--- config.mk ---
export PLATFORM = sky130hd
export DESIGN_NAME = mem_bus_arbiter
export DESIGN_NICKNAME = d
export VERILOG_FILES = /design/src/rtl/memarb_pkg.sv /design/src/rtl/mem_addr_decode.sv /design/src/rtl/mem_bus_arbiter.sv
export SDC_FILE = /design/constraint.sdc
export NUM_CORES = 1
export LEC_CHECK = 0
export ABC_AREA = 1
export CAP_MARGIN = 20
export CELL_PAD_IN_SITES_DETAIL_PLACEMENT = 1
export CELL_PAD_IN_SITES_GLOBAL_PLACEMENT = 2
export CORE_UTILIZATION = 23
export CTS_CLUSTER_DIAMETER = 40
export DETAILED_ROUTE_END_ITERATION = 8
export PLACE_DENSITY = 0.81
export SYNTH_ARGS = -nofsm -noshare
export SYNTH_HDL_FRONTEND = slang
export SYNTH_SLANG_ARGS = --single-unit
--- constraint.sdc ---
create_clock -name iCLOCK -period 4.13 [get_ports iCLOCK]
set_clock_uncertainty 0.05 [all_clocks]
set_input_delay 0.6195 -clock iCLOCK [delete_from_list [all_inputs] [get_ports iCLOCK]]
set_output_delay 0.6195 -clock iCLOCK [all_outputs]
set_load 0.01 [all_outputs]
--- src/rtl/memarb_pkg.sv ---
// Shared definitions for the two-port memory bus arbiter: FSM encoding,
// port identifiers, bank-select codes, default bank map and error word.
package memarb_pkg;

  localparam int ADDR_W = 16;
  localparam int DATA_W = 32;
  localparam int OFS_W  = 10;

  localparam logic [ADDR_W-1:0] DEF_BASE0      = 16'd1000;
  localparam logic [ADDR_W-1:0] DEF_BASE1      = 16'd3048;
  localparam int                DEF_BANK_WORDS = 1024;

  typedef enum logic [1:0] {
    ST_IDLE  = 2'd0,
    ST_ISSUE = 2'd1,
    ST_CAPT  = 2'd2,
    ST_ACK   = 2'd3
  } state_t;

  localparam logic PORT_A = 1'b0;
  localparam logic PORT_B = 1'b1;

  localparam logic [1:0] SEL_NONE  = 2'b00;
  localparam logic [1:0] SEL_BANK0 = 2'b01;
  localparam logic [1:0] SEL_BANK1 = 2'b10;

  localparam logic [DATA_W-1:0] ERR_WORD = 32'hDEADBEEF;

endpackage

--- src/rtl/mem_addr_decode.sv ---
// Combinational word-address decoder: maps an address onto one of two banks
// and a bank offset; anything outside both windows (or 16'hFFFF) is unmapped.
module mem_addr_decode
  import memarb_pkg::*;
#(
  parameter logic [ADDR_W-1:0] BASE0      = DEF_BASE0,
  parameter logic [ADDR_W-1:0] BASE1      = DEF_BASE1,
  parameter int                BANK_WORDS = DEF_BANK_WORDS
) (
  input  logic [ADDR_W-1:0] addr,
  output logic [1:0]        sel,
  output logic [OFS_W-1:0]  offset,
  output logic              unmapped
);

  localparam int ADDR_XW = ADDR_W + 1;

  // Limits are one bit wider so a window running past 16'hFFFF never wraps to low addresses.
  localparam logic [ADDR_W:0] LIM0 = {1'b0, BASE0} + ADDR_XW'(BANK_WORDS);
  localparam logic [ADDR_W:0] LIM1 = {1'b0, BASE1} + ADDR_XW'(BANK_WORDS);

  logic [ADDR_W:0] addr_x;
  logic            in0;
  logic            in1;

  always_comb begin
    addr_x   = {1'b0, addr};
    in0      = (addr != '1) && (addr >= BASE0) && (addr_x < LIM0);
    in1      = (addr != '1) && (addr >= BASE1) && (addr_x < LIM1);
    sel      = SEL_NONE;
    offset   = '0;
    unmapped = 1'b1;
    if (in0) begin
      sel      = SEL_BANK0;
      offset   = OFS_W'(addr - BASE0);
      unmapped = 1'b0;
    end else if (in1) begin
      sel      = SEL_BANK1;
      offset   = OFS_W'(addr - BASE1);
      unmapped = 1'b0;
    end
  end

endmodule

--- src/rtl/mem_bus_arbiter.sv ---
// Two-requester memory bus arbiter with alternating tie-break priority and
// fully registered outputs. Define MEMARB_DECERR_EN to flag unmapped accesses.
module mem_bus_arbiter
  import memarb_pkg::*;
#(
  parameter logic [ADDR_W-1:0] BASE0      = DEF_BASE0,
  parameter logic [ADDR_W-1:0] BASE1      = DEF_BASE1,
  parameter int                BANK_WORDS = DEF_BANK_WORDS
) (
  input  logic              iCLOCK,
  input  logic              iRESET,
  input  logic              iREQ_A,
  input  logic              iREQ_B,
  input  logic              iWE_A,
  input  logic              iWE_B,
  input  logic [ADDR_W-1:0] iADDR_A,
  input  logic [ADDR_W-1:0] iADDR_B,
  input  logic [DATA_W-1:0] iWDATA_A,
  input  logic [DATA_W-1:0] iWDATA_B,
  output logic              oACK_A,
  output logic              oACK_B,
  output logic [DATA_W-1:0] oRDATA_A,
  output logic [DATA_W-1:0] oRDATA_B,
  output logic              oERR_A,
  output logic              oERR_B,
  output logic [1:0]        oMEM_SEL,
  output logic              oMEM_WE,
  output logic [OFS_W-1:0]  oMEM_ADDR,
  output logic [DATA_W-1:0] oMEM_WDATA,
  input  logic [DATA_W-1:0] iMEM_RDATA
);

`ifdef MEMARB_DECERR_EN
  localparam logic [DATA_W-1:0] UNMAPPED_WORD = ERR_WORD;
`else
  localparam logic [DATA_W-1:0] UNMAPPED_WORD = '0;
`endif

  state_t state;
  state_t state_nx;

  logic              ptr;
  logic              any_req;
  logic              grant_b;
  logic              win_we;
  logic [ADDR_W-1:0] win_addr;
  logic [DATA_W-1:0] win_wdata;

  logic [1:0]        dec_sel;
  logic [OFS_W-1:0]  dec_ofs;
  logic              dec_unmapped;

  logic              lat_port;
  logic              lat_we;
  logic              lat_unmapped;
  logic [DATA_W-1:0] cap_word;

  logic [1:0]        mem_sel,   mem_sel_d;
  logic              mem_we,    mem_we_d;
  logic [OFS_W-1:0]  mem_addr,  mem_addr_d;
  logic [DATA_W-1:0] mem_wdata, mem_wdata_d;
  logic              ack_a,     ack_a_d;
  logic              ack_b,     ack_b_d;
  logic [DATA_W-1:0] rdata_a,   rdata_a_d;
  logic [DATA_W-1:0] rdata_b,   rdata_b_d;

  // A simultaneous request goes to the port named by ptr; a lone request always wins.
  always_comb begin
    any_req   = iREQ_A | iREQ_B;
    grant_b   = iREQ_B & (~iREQ_A | (ptr == PORT_B));
    win_we    = grant_b ? iWE_B    : iWE_A;
    win_addr  = grant_b ? iADDR_B  : iADDR_A;
    win_wdata = grant_b ? iWDATA_B : iWDATA_A;
  end

  // Decodes the winning address as it is latched, so ISSUE outputs are ready on entry.
  mem_addr_decode #(
    .BASE0      (BASE0),
    .BASE1      (BASE1),
    .BANK_WORDS (BANK_WORDS)
  ) u_decode (
    .addr     (win_addr),
    .sel      (dec_sel),
    .offset   (dec_ofs),
    .unmapped (dec_unmapped)
  );

  assign cap_word = lat_unmapped ? UNMAPPED_WORD : iMEM_RDATA;

  always_ff @(posedge iCLOCK or posedge iRESET) begin
    if (iRESET) begin
      state <= ST_IDLE;
    end else begin
      state <= state_nx;
    end
  end

  always_comb begin
    state_nx = state;
    case (state)
      ST_IDLE:  if (any_req) state_nx = ST_ISSUE;
      ST_ISSUE: state_nx = lat_we ? ST_ACK : ST_CAPT;
      ST_CAPT:  state_nx = ST_ACK;
      ST_ACK:   state_nx = ST_IDLE;
      default:  state_nx = ST_IDLE;
    endcase
  end

  // Next values of the output registers, so every output lines up with the state it belongs to.
  always_comb begin
    mem_sel_d   = SEL_NONE;
    mem_we_d    = 1'b0;
    mem_addr_d  = '0;
    mem_wdata_d = '0;
    ack_a_d     = 1'b0;
    ack_b_d     = 1'b0;
    rdata_a_d   = rdata_a;
    rdata_b_d   = rdata_b;
    case (state)
      ST_IDLE: begin
        if (any_req) begin
          mem_sel_d   = dec_sel;
          mem_we_d    = win_we & ~dec_unmapped;
          mem_addr_d  = dec_ofs;
          mem_wdata_d = win_wdata;
        end
      end
      ST_ISSUE: begin
        if (lat_we) begin
          ack_a_d = (lat_port == PORT_A);
          ack_b_d = (lat_port == PORT_B);
        end
      end
      ST_CAPT: begin
        ack_a_d = (lat_port == PORT_A);
        ack_b_d = (lat_port == PORT_B);
        if (lat_port == PORT_A) begin
          rdata_a_d = cap_word;
        end else begin
          rdata_b_d = cap_word;
        end
      end
      default: ;
    endcase
  end

  always_ff @(posedge iCLOCK or posedge iRESET) begin
    if (iRESET) begin
      mem_sel   <= SEL_NONE;
      mem_we    <= 1'b0;
      mem_addr  <= '0;
      mem_wdata <= '0;
      ack_a     <= 1'b0;
      ack_b     <= 1'b0;
      rdata_a   <= '0;
      rdata_b   <= '0;
    end else begin
      mem_sel   <= mem_sel_d;
      mem_we    <= mem_we_d;
      mem_addr  <= mem_addr_d;
      mem_wdata <= mem_wdata_d;
      ack_a     <= ack_a_d;
      ack_b     <= ack_b_d;
      rdata_a   <= rdata_a_d;
      rdata_b   <= rdata_b_d;
    end
  end

  always_ff @(posedge iCLOCK or posedge iRESET) begin
    if (iRESET) begin
      ptr          <= PORT_A;
      lat_port     <= PORT_A;
      lat_we       <= 1'b0;
      lat_unmapped <= 1'b0;
    end else if ((state == ST_IDLE) && any_req) begin
      ptr          <= grant_b ? PORT_A : PORT_B;
      lat_port     <= grant_b;
      lat_we       <= win_we;
      lat_unmapped <= dec_unmapped;
    end
  end

`ifdef MEMARB_DECERR_EN
  logic err_a;
  logic err_b;

  always_ff @(posedge iCLOCK or posedge iRESET) begin
    if (iRESET) begin
      err_a <= 1'b0;
      err_b <= 1'b0;
    end else begin
      if (ack_a_d) err_a <= lat_unmapped;
      if (ack_b_d) err_b <= lat_unmapped;
    end
  end

  assign oERR_A = err_a;
  assign oERR_B = err_b;
`else
  assign oERR_A = 1'b0;
  assign oERR_B = 1'b0;
`endif

  assign oMEM_SEL   = mem_sel;
  assign oMEM_WE    = mem_we;
  assign oMEM_ADDR  = mem_addr;
  assign oMEM_WDATA = mem_wdata;
  assign oACK_A     = ack_a;
  assign oACK_B     = ack_b;
  assign oRDATA_A   = rdata_a;
  assign oRDATA_B   = rdata_b;

endmodule

# --- After elaboration in Yosys (flattened, before gate mapping) ---
# Cells that the tools add are included.
word_totals:
  in_bits: 134
  out_inout_bits: 113
  regBits: 117
op_classes:
  n_eq_ne: 5
  mux: 26
  n_reduce_logical: 8
  order_cmp: 4
  add_sub_neg: 2
  bitwise: 7
op_table:
  columns: ["operator", "count"]
  rows:
  - ["2-to-1 mux 32 bit", 4]
  - ["2-to-1 mux 10 bit", 4]
  - ["subtractor 10 bit, second input constant", 2]
  - [">= comparator 16 x 10 -> 1 bit, second input constant", 1]
  - [">= comparator 16 x 12 -> 1 bit, second input constant", 1]
  - ["less-than comparator 16 x 11 -> 1 bit, second input constant", 1]
  - ["less-than comparator 16 x 12 -> 1 bit, second input constant", 1]
  - ["2-to-1 mux 16 bit", 1]
  - ["!= test 16 bit, second input constant", 1]
  - ["2-to-1 mux 2 bit", 5]
  - ["2-to-1 mux 1 bit", 9]
  - ["case mux 2 bit (4 select lines)", 1]
  - ["logical AND 1 bit", 5]
  - ["== test 2 bit, second input constant", 2]
  - ["case mux 1 bit (2 select lines)", 2]
  - ["AND reduction 2 bit", 2]
  - ["inverter 1 bit", 3]
  - ["AND 1 bit", 2]
  - ["== test 2 x 1 -> 1 bit, second input constant", 1]
  - ["logical NOT 2 bit", 1]
  - ["!= test 2 bit, second input constant", 1]
  - ["OR 1 bit", 2]

# --- Depth between registers and ports, before layout ---
# Gate-level depths: netlist of run 1.
depth:
  depth_word: 13
  ltp_mapped: 14
  depth_no_buf: 14

# --- Modules after synthesis ---
# A second synthesis of run 1 with hierarchy kept.
hier_totals:
  cells_unflattened: 713
  hier_area_um2: 5556.6
modules_own_cells:
  columns: ["module", "area_per_inst_um2", "seq_area_each_um2", "cells_each", "n_inst"]
  rows:
  - ["mem_bus_arbiter", 5128.7, 2927.8, 623, 1]
  - ["mem_addr_decode", 427.9, 0.0, 90, 1]

# --- Least setup slack after synthesis of run 1 ---
# OpenSTA, ideal clock, no wires.
synth_path:
  path_kind: "input to register"
  from: "input port iREQ_B"
  to: "register mem_addr[4] (netlist: oMEM_ADDR[4])"
  arrival_time_ps: 1816
  stages: 11
  n_path_buf: 1
  setup_slack_ps: 2143
  cell_sequence: "buf_6 > a21boi_2 > nand2_2 > nand3_4 > nand3_1 > nor2_1 > nor2_1 > nand2_2 > nand2_2 > nand2_4 > nor2_2"
synth_between:
  elab_chain_len: 9
  elab_cells_between_ends: 18
  cone_classes: "add/sub (2); order compare (4); eq/ne (1); mux (5); bitwise (2); reduce/logical (4)"
synth_lines:
  columns: ["item", "line", "rtl"]
  rows:
  - ["from (decl)", "mem_bus_arbiter.sv:13", "input logic iREQ_B,"]
  - ["AND 1 bit", "mem_bus_arbiter.sv:70", "grant_b = iREQ_B & (~iREQ_A | (ptr == PORT_B));"]
  - ["2-to-1 mux 16 bit", "mem_bus_arbiter.sv:72", "win_addr = grant_b ? iADDR_B : iADDR_A;"]
  - [">= comparator 16 x 12 -> 1 bit or != test 16 bit (tied branches)", "mem_addr_decode.sv:29, mem_addr_decode.sv:28", null]
  - ["logical AND 1 bit (2 in series)", "mem_addr_decode.sv:29", "in1 = (addr != '1) && (addr >= BASE1) && (addr_x < LIM1);"]
  - ["2-to-1 mux 10 bit", "mem_addr_decode.sv:37", "end else if (in1) begin"]
  - ["2-to-1 mux 10 bit", "mem_addr_decode.sv:33", "if (in0) begin"]
  - ["2-to-1 mux 10 bit *", "mem_bus_arbiter.sv:121", "if (any_req) begin"]
  - ["2-to-1 mux 10 bit *", "mem_bus_arbiter.sv:119", "case (state)"]
  - ["via mem_addr_d[4]", "mem_bus_arbiter.sv:60", "logic [OFS_W-1:0] mem_addr, mem_addr_d;"]
  - ["to (signal assigned)", "mem_bus_arbiter.sv:160", "mem_addr <= mem_addr_d;"]
  - ["to (decl)", "mem_bus_arbiter.sv:60", null]
# Mark *: on every way through the listed nets, which the timed path passes. The rest lies on a longest branch.
# A chain may end at the register's enable or synchronous reset.

# --- Worst setup path in the final report of run 1 ---
layout_path:
  from: "input port iREQ_B"
  to: "register mem_addr[7] (netlist: oMEM_ADDR[7])"
# Same word-level chain as after synthesis.

==> results.sh, run 1 <==
export IMPL_ys_types=33
export IMPL_die_width_um=151
export IMPL_root_buffer="clkbuf_16"
export IMPL_synthCells=513
export IMPL_grt_max_degree=47
export IMPL_cts_sinks=117
export IMPL_dieArea_mm2=0.0227
export IMPL_netlist_area_leader_share_pct=57.5
export IMPL_p_leak_nw=4.02
export IMPL_top_usage_layer="met2"
export IMPL_max_freq_mhz=387
export IMPL_design_area_mm2=0.00847
export IMPL_grtUsageMet1_pct=17.1
export IMPL_core_mm2=0.0218
export IMPL_path_class="in2reg"
export IMPL_crit_path_frequent_cell="nand2_2"
export IMPL_gp_congestion=0.765
export IMPL_cp_max_fo=10
export IMPL_max_stage_delay_ns=0.80
export IMPL_fin_crit_ns=2.58
export IMPL_met3_usage_pct=5.96
export IMPL_antenna_found_initial=0
export IMPL_drtIter0Drc=83
export IMPL_cts_buffers=17
export IMPL_p_per_area_mw_per_mm2=647
export IMPL_num_antenna_cells=0
export IMPL_io_buffers=244
export IMPL_cp_data_required_time_ns=4.37
export IMPL_grt_pass1_vias=4764
export IMPL_num_vias=4421
export IMPL_holdBufCountCts=0
export IMPL_grt_remaining_overflow=0
export IMPL_grt_pass1_wl_mm=25.4
export IMPL_fin_crit_sh_pct=62.5
export IMPL_track_usage_pct=14.8
export IMPL_start_util_pct=23.4
export IMPL_synth_most_common_cell="nand2_1"
export IMPL_finalSetupViolCount=0
export IMPL_slew_headroom_pct=65.1
export IMPL_cts_resized=0
export IMPL_ys_top_cells_by_area="dfrtp_1 57%, nand2_1 9.5%, mux2_2 7.1%, a22o_1 5.5%, inv_1 4.1%"
export IMPL_ant_nets=0
export IMPL_htreeDepth=4
export IMPL_hold_path_class="reg2reg"
export IMPL_clk_pin_slew_ns=0.06
export IMPL_vdd_drop_max_v=0.000234
export IMPL_cp_slowest_cell="clkdlybuf4s50_1"
export IMPL_maxCapViolations=0
export IMPL_dpl_instance_area_mm2=0.00785
export IMPL_boundaryPins=247
export IMPL_hpwlAfterDp_mm=11.6
export IMPL_crit_arrival_ns=2.82
export IMPL_ff2ff_setup_slack_ns=1.90
export IMPL_clk_latency_ns=0.40
export IMPL_ys_ff_latch=117
export IMPL_fp_dieH_um=151
export IMPL_multi_input_area_mm2=0.00185
export IMPL_nNetsFinal=899
export IMPL_synthArstFlopShare_pct=100
export IMPL_synth_largest_area_cell="dfrtp_1"
export IMPL_avgViaCountPerCell=4.19
export IMPL_worst_setup_path_start_kind="input port"
export IMPL_postSynthAreaPerCell_um2=9.93
export IMPL_worst_pin_slew_ns=0.522
export IMPL_rsz0062_at_grt="false"
export IMPL_power_mw=5.49
export IMPL_area_delta_synth_final_pct=66.4
export IMPL_wl_per_cell_um=15.2
export IMPL_use_met2_pct=24.7
export IMPL_synth_main_ff_cell="dfrtp_1"
export IMPL_cp_end_kind="flop"
export IMPL_finalSetupTns_ns=0
export IMPL_ys_warn_count=0
export IMPL_fillCellCount=2465
export IMPL_synth_commonest_cells="129 x nand2_1, 117 x dfrtp_1, 55 x inv_1"
export IMPL_drtPass1Iterations=4
export IMPL_fp_row_count=54
export IMPL_hold_viol=0
export IMPL_ff2ff_path_depth=9
export IMPL_drv_slew=0
export IMPL_syn_cell_area_mm2=0.00509
export IMPL_synth_edff_count=0
export IMPL_crit_chain="clkdlybuf4s50_1 -> a21boi_2 -> nand2_2 -> nand3_4 -> nand3_1 -> nor2_1 -> nor2_1 -> nand2_2 -> nand2_2 -> nand2_4 -> nor2_2"
export IMPL_regArea_mm2=0.00293
export IMPL_drive_above_1_share_pct=14.1
export IMPL_min_path_cells=2
export IMPL_drc=0
export IMPL_ys_seq_area_share_pct=57.5
export IMPL_clk_path_buf_depth=2
export IMPL_status="finished clean"
export IMPL_post_cts_buffers=0
export IMPL_drt_wl_total_mm=16.0
export IMPL_tritoncts="yes"
==> registers in the layout, indices dropped and copies added (netlist names) <==
name	flops
lat_port	1
lat_unmapped	1
lat_we	1
oACK_A	1
oACK_B	1
oMEM_ADDR	10
oMEM_SEL	2
oMEM_WDATA	32
oMEM_WE	1
oRDATA_A	32
oRDATA_B	32
ptr	1
state	2
==> worst max-delay path: cells and delay by family <==
family	cells	cell delay [ns]
simple gates	9	0.98
buf+inv	1	0.80
compound gates	1	0.42
==> kinds of logic after synthesis <==
logic type,Yosys count,share of synthesized area [%]
multiplexers,32,7.08
XOR/XNOR,2,0.344
flip-flops,117,57.5
other,1,0.0736
AO/OA/AOI/OAI,47,7.35
AND/OR/NAND/NOR,233,20.5
adder cells (fa/ha/maj),3,0.737
buffers and inverters,78,6.44
==> final cells by class <==
class / count / area share [%]
clock buffers: 22 / 5.71
clock inverters: 9 / 1.48
inverters: 55 / 2.47
multi-input cells: 319 / 21.8
flip-flops and latches: 117 / 34.5
well taps: 280 / 4.13
repair buffers: 252 / 29.8
==> metal layers <==
metal  vias up  share of wire (%)
met5         -                  0
met4         0                1.1
met3        10                9.9
met2       168                 47
met1      2119                 42
li1       2124                  -
==> report_power, final <==
part | switching, mW | internal (mW)
combinational | 1.04 | 1.17
clock | 0.515 | 1.01
sequential | 0.200 | 1.56
==> layout by cell type (no fill, tap or decap), types with 2 or more instances in the layout <==
master,netlist,layout
nand2_4,5,5
clkinvlp_4,0,2
mux2_2,32,32
nor3_1,3,3
inv_1,55,54
clkbuf_16,0,17
conb_1,1,2
ha_1,3,3
nand3_1,14,14
dfrtp_1,117,117
nor2_2,11,12
o21ai_1,2,2
xnor2_1,2,2
nor2_1,50,48
o21ai_0,2,2
clkinv_2,0,4
nand2_1,129,129
o21bai_1,2,2
clkbuf_8,0,4
buf_12,1,2
bufinv_16,0,3
a22o_1,32,32
a21oi_1,5,5
nand2_2,15,15
clkdlybuf4s50_1,0,244
buf_4,2,6
==> per-stage QoR <==
step	setup slack (ns)	hold WS [ns]	std cells	utilization, %
floorplan	0.360	0.405	514	-
global placement	1.16	0.413	1022	36.1
detailed placement	1.11	0.417	1022	36.1
CTS	1.54	0.433	1053	38.9
global route	1.37	0.446	1054	39.0
finish	1.55	0.430	1054	39.0
==> final timing paths <==
kind,to,start
setup / recovery,oMEM_ADDR[7],iREQ_B
hold / removal,oRDATA_B[2],oRDATA_B[2]
setup reg to reg,oMEM_WE,state[1]
hold reg to reg,oRDATA_B[2],oRDATA_B[2]
max in group asynchronous,state[0],iRESET
min in group asynchronous,oMEM_WDATA[31],iRESET
(Power assumes the default switching activity.)
==> run 2, diff against run 1 <==
--- a/config.mk
+++ b/config.mk
@@ -9,10 +9,10 @@
 export CAP_MARGIN = 20
 export CELL_PAD_IN_SITES_DETAIL_PLACEMENT = 1
 export CELL_PAD_IN_SITES_GLOBAL_PLACEMENT = 2
-export CORE_UTILIZATION = 23
+export CORE_UTILIZATION = 21
 export CTS_CLUSTER_DIAMETER = 40
 export DETAILED_ROUTE_END_ITERATION = 8
-export PLACE_DENSITY = 0.81
+export PLACE_DENSITY = 0.78
 export SYNTH_ARGS = -nofsm -noshare
 export SYNTH_HDL_FRONTEND = slang
 export SYNTH_SLANG_ARGS = --single-unit
==> constraint.sdc (replaced) <==
create_clock -name iCLOCK -period 2.17 [get_ports iCLOCK]
set_clock_uncertainty 0.05 [all_clocks]
set_input_delay 0.3255 -clock iCLOCK [delete_from_list [all_inputs] [get_ports iCLOCK]]
set_output_delay 0.3255 -clock iCLOCK [all_outputs]
set_load 0.01 [all_outputs]
==> run 2 against run 1 <==
Die area up 9.4%; highest routed layer unchanged; combinational power is 96% higher; final area rose by 2.1%; routed wire length increased by 2.5%; non-clock buffer count grew 21; largest cell class unchanged; worst hold slack worse by 0.29 ns; total power is 86% higher.
==> results.sh, run 2 (same netlist as run 1, synthesis figures left out) <==
export IMPL_gp_congestion=0.713
export IMPL_ant_nets=0
export IMPL_crit_chain="inv_1 -> nand2_4 -> nand2_8 -> nand2_1 -> nand2_2 -> nand2_1 -> nor2_1 -> nand3_1 -> nand3_2 -> nand2_2 -> nand2_2 -> nand2_4 -> nor2_2"
export IMPL_hold_path_class="in2async"
export IMPL_ff2ff_path_depth=13
export IMPL_num_vias=4456
export IMPL_drc=0
export IMPL_track_usage_pct=13.9
export IMPL_max_freq_mhz=521
export IMPL_final_util_pct=36.6
export IMPL_cts_buffers=17
export IMPL_tritoncts="yes"
export IMPL_place_ws_ns=-0.187
export IMPL_core_mm2=0.0236
export IMPL_fin_crit_sh_pct=88.4
export IMPL_cp_slowest_cell="dfrtp_1"
export IMPL_num_antenna_cells=0
export IMPL_clk_path_buf_depth=2
export IMPL_rr_endpoint="oMEM_ADDR[0]"
export IMPL_endpoint="oMEM_ADDR[0]"
export IMPL_ff2ff_setup_slack_ns=0.25
export IMPL_post_cts_buffers=0
export IMPL_io_buffers=244
export IMPL_grt_pass1_vias=4826
export IMPL_hold_viol=0
export IMPL_cp_end_kind="flop"
export IMPL_antenna_found_initial=1
export IMPL_setup_ws_ns=0.252
export IMPL_p_leak_nw=4.09
export IMPL_fp_dieH_um=158
export IMPL_rsz0062_at_grt="false"
export IMPL_crit_start="ptr"
export IMPL_hpwlAfterDp_mm=12.3
export IMPL_drtPass1Iterations=4
export IMPL_dieArea_mm2=0.0249
export IMPL_drive_above_1_share_pct=16.5
export IMPL_root_buffer="clkbuf_16"
export IMPL_cp_max_fo=19
export IMPL_cts_sinks=117
export IMPL_final_cell_mix="244 x clkdlybuf4s50_1, 129 x nand2_1, 117 x dfrtp_1, 54 x inv_1, 47 x nor2_1"
export IMPL_htreeDepth=4
export IMPL_cp_data_required_time_ns=2.46
export IMPL_start_util_pct=21.6
export IMPL_grt_pass1_wl_mm=25.8
export IMPL_boundaryPins=247
export IMPL_mostFrequentLayoutCell="clkdlybuf4s50_1"
export IMPL_drtIter0Drc=102
export IMPL_grt_remaining_overflow=0
export IMPL_nNetsFinal=920
export IMPL_clk_latency_ns=0.41
export IMPL_vdd_drop_max_v=0.000398
export IMPL_fp_row_count=56
export IMPL_rr_startpoint="ptr"
export IMPL_maxCapViolations=0
export IMPL_clk_pin_slew_ns=0.06
export IMPL_die_width_um=158
export IMPL_wl_per_cell_um=14.7
export IMPL_max_stage_delay_ns=0.36
export IMPL_grt_max_degree=68
export IMPL_finalSetupViolCount=0
export IMPL_drt_wl_total_mm=16.4
export IMPL_fin_crit_ns=1.92
export IMPL_holdBufCountCts=0
export IMPL_worst_setup_path_start_kind="flop"
export IMPL_path_class="reg2reg"
export IMPL_drv_slew=0
export IMPL_crit_arrival_ns=2.21
export IMPL_area_delta_synth_final_pct=69.9
export IMPL_avgViaCountPerCell=4.00
export IMPL_crit_path_frequent_cell="nand2_2"
export IMPL_status="finished clean"
export IMPL_p_per_area_mw_per_mm2=1180
[run 2: worst min path at each step]
stage / end / slack, ns / depth (start not counted)
final: oRDATA_A[9] / 0.14 / 2
after global routing: oRDATA_A[4] / 0.14 / 2
after floorplan: oACK_A / 0.41 / 1
after detailed placement: oRDATA_B[15] / 0.42 / 2
after CTS: oRDATA_A[4] / 0.13 / 2
after global placement: oRDATA_B[25] / 0.41 / 2
[run 2: metal layers]
layer  global-route usage [%]  part of all wire (%)
met1                     15.2                    40
met2                     24.1                    50
met3                     6.54                   9.3
met4                     2.91                  0.53
met5                        0                     0
[run 2: through the flow]
stage	total power, mW	setup TNS [ns]	area, um^2	hold slack, ns	instances
after detailed placement	7.83	-2.13	8110	0.419	1083
after CTS	10.5	0	8650	0.133	1115
after global placement	7.74	-1.05	8110	0.412	1083
after global routing	10.9	0	8650	0.145	1115
final	10.2	0	8650	0.142	1115
after floorplan	5.33	0	5100	0.405	514
[run 2: what timing repair did]
action,4_1_cts,5_1_grt
setup endpoints to repair,0,10
endpoints found under the hold margin,0,0
gates resized for setup,0,1
[run 2: where the power goes]
group	internal (mW)	switching (mW)	total, mW	leakage, nW
Combinational	2.34	1.99	4.34	2.28
Sequential	2.96	0.374	3.34	1.55
Clock	1.57	0.991	2.56	0.265
Total	6.87	3.36	10.2	4.09
[run 2: critical path: cells and delay by family, from the launching register on]
family	cells	cell delay [ns]
flops	1	0.36
buf+inv	1	0.17
simple gates	12	1.28
[run 2: area by class of cell]
| cell class | instances | area [um^2] |
|---|---|---|
| multi-input cells | 319 | 1850 |
| clock buffers | 23 | 488 |
| well taps | 319 | 399 |
| fillers | 2717 | 15000 |
| inverters | 55 | 210 |
| repair buffers | 273 | 2720 |
| flip-flops and latches | 117 | 2930 |
| clock inverters | 9 | 52.6 |
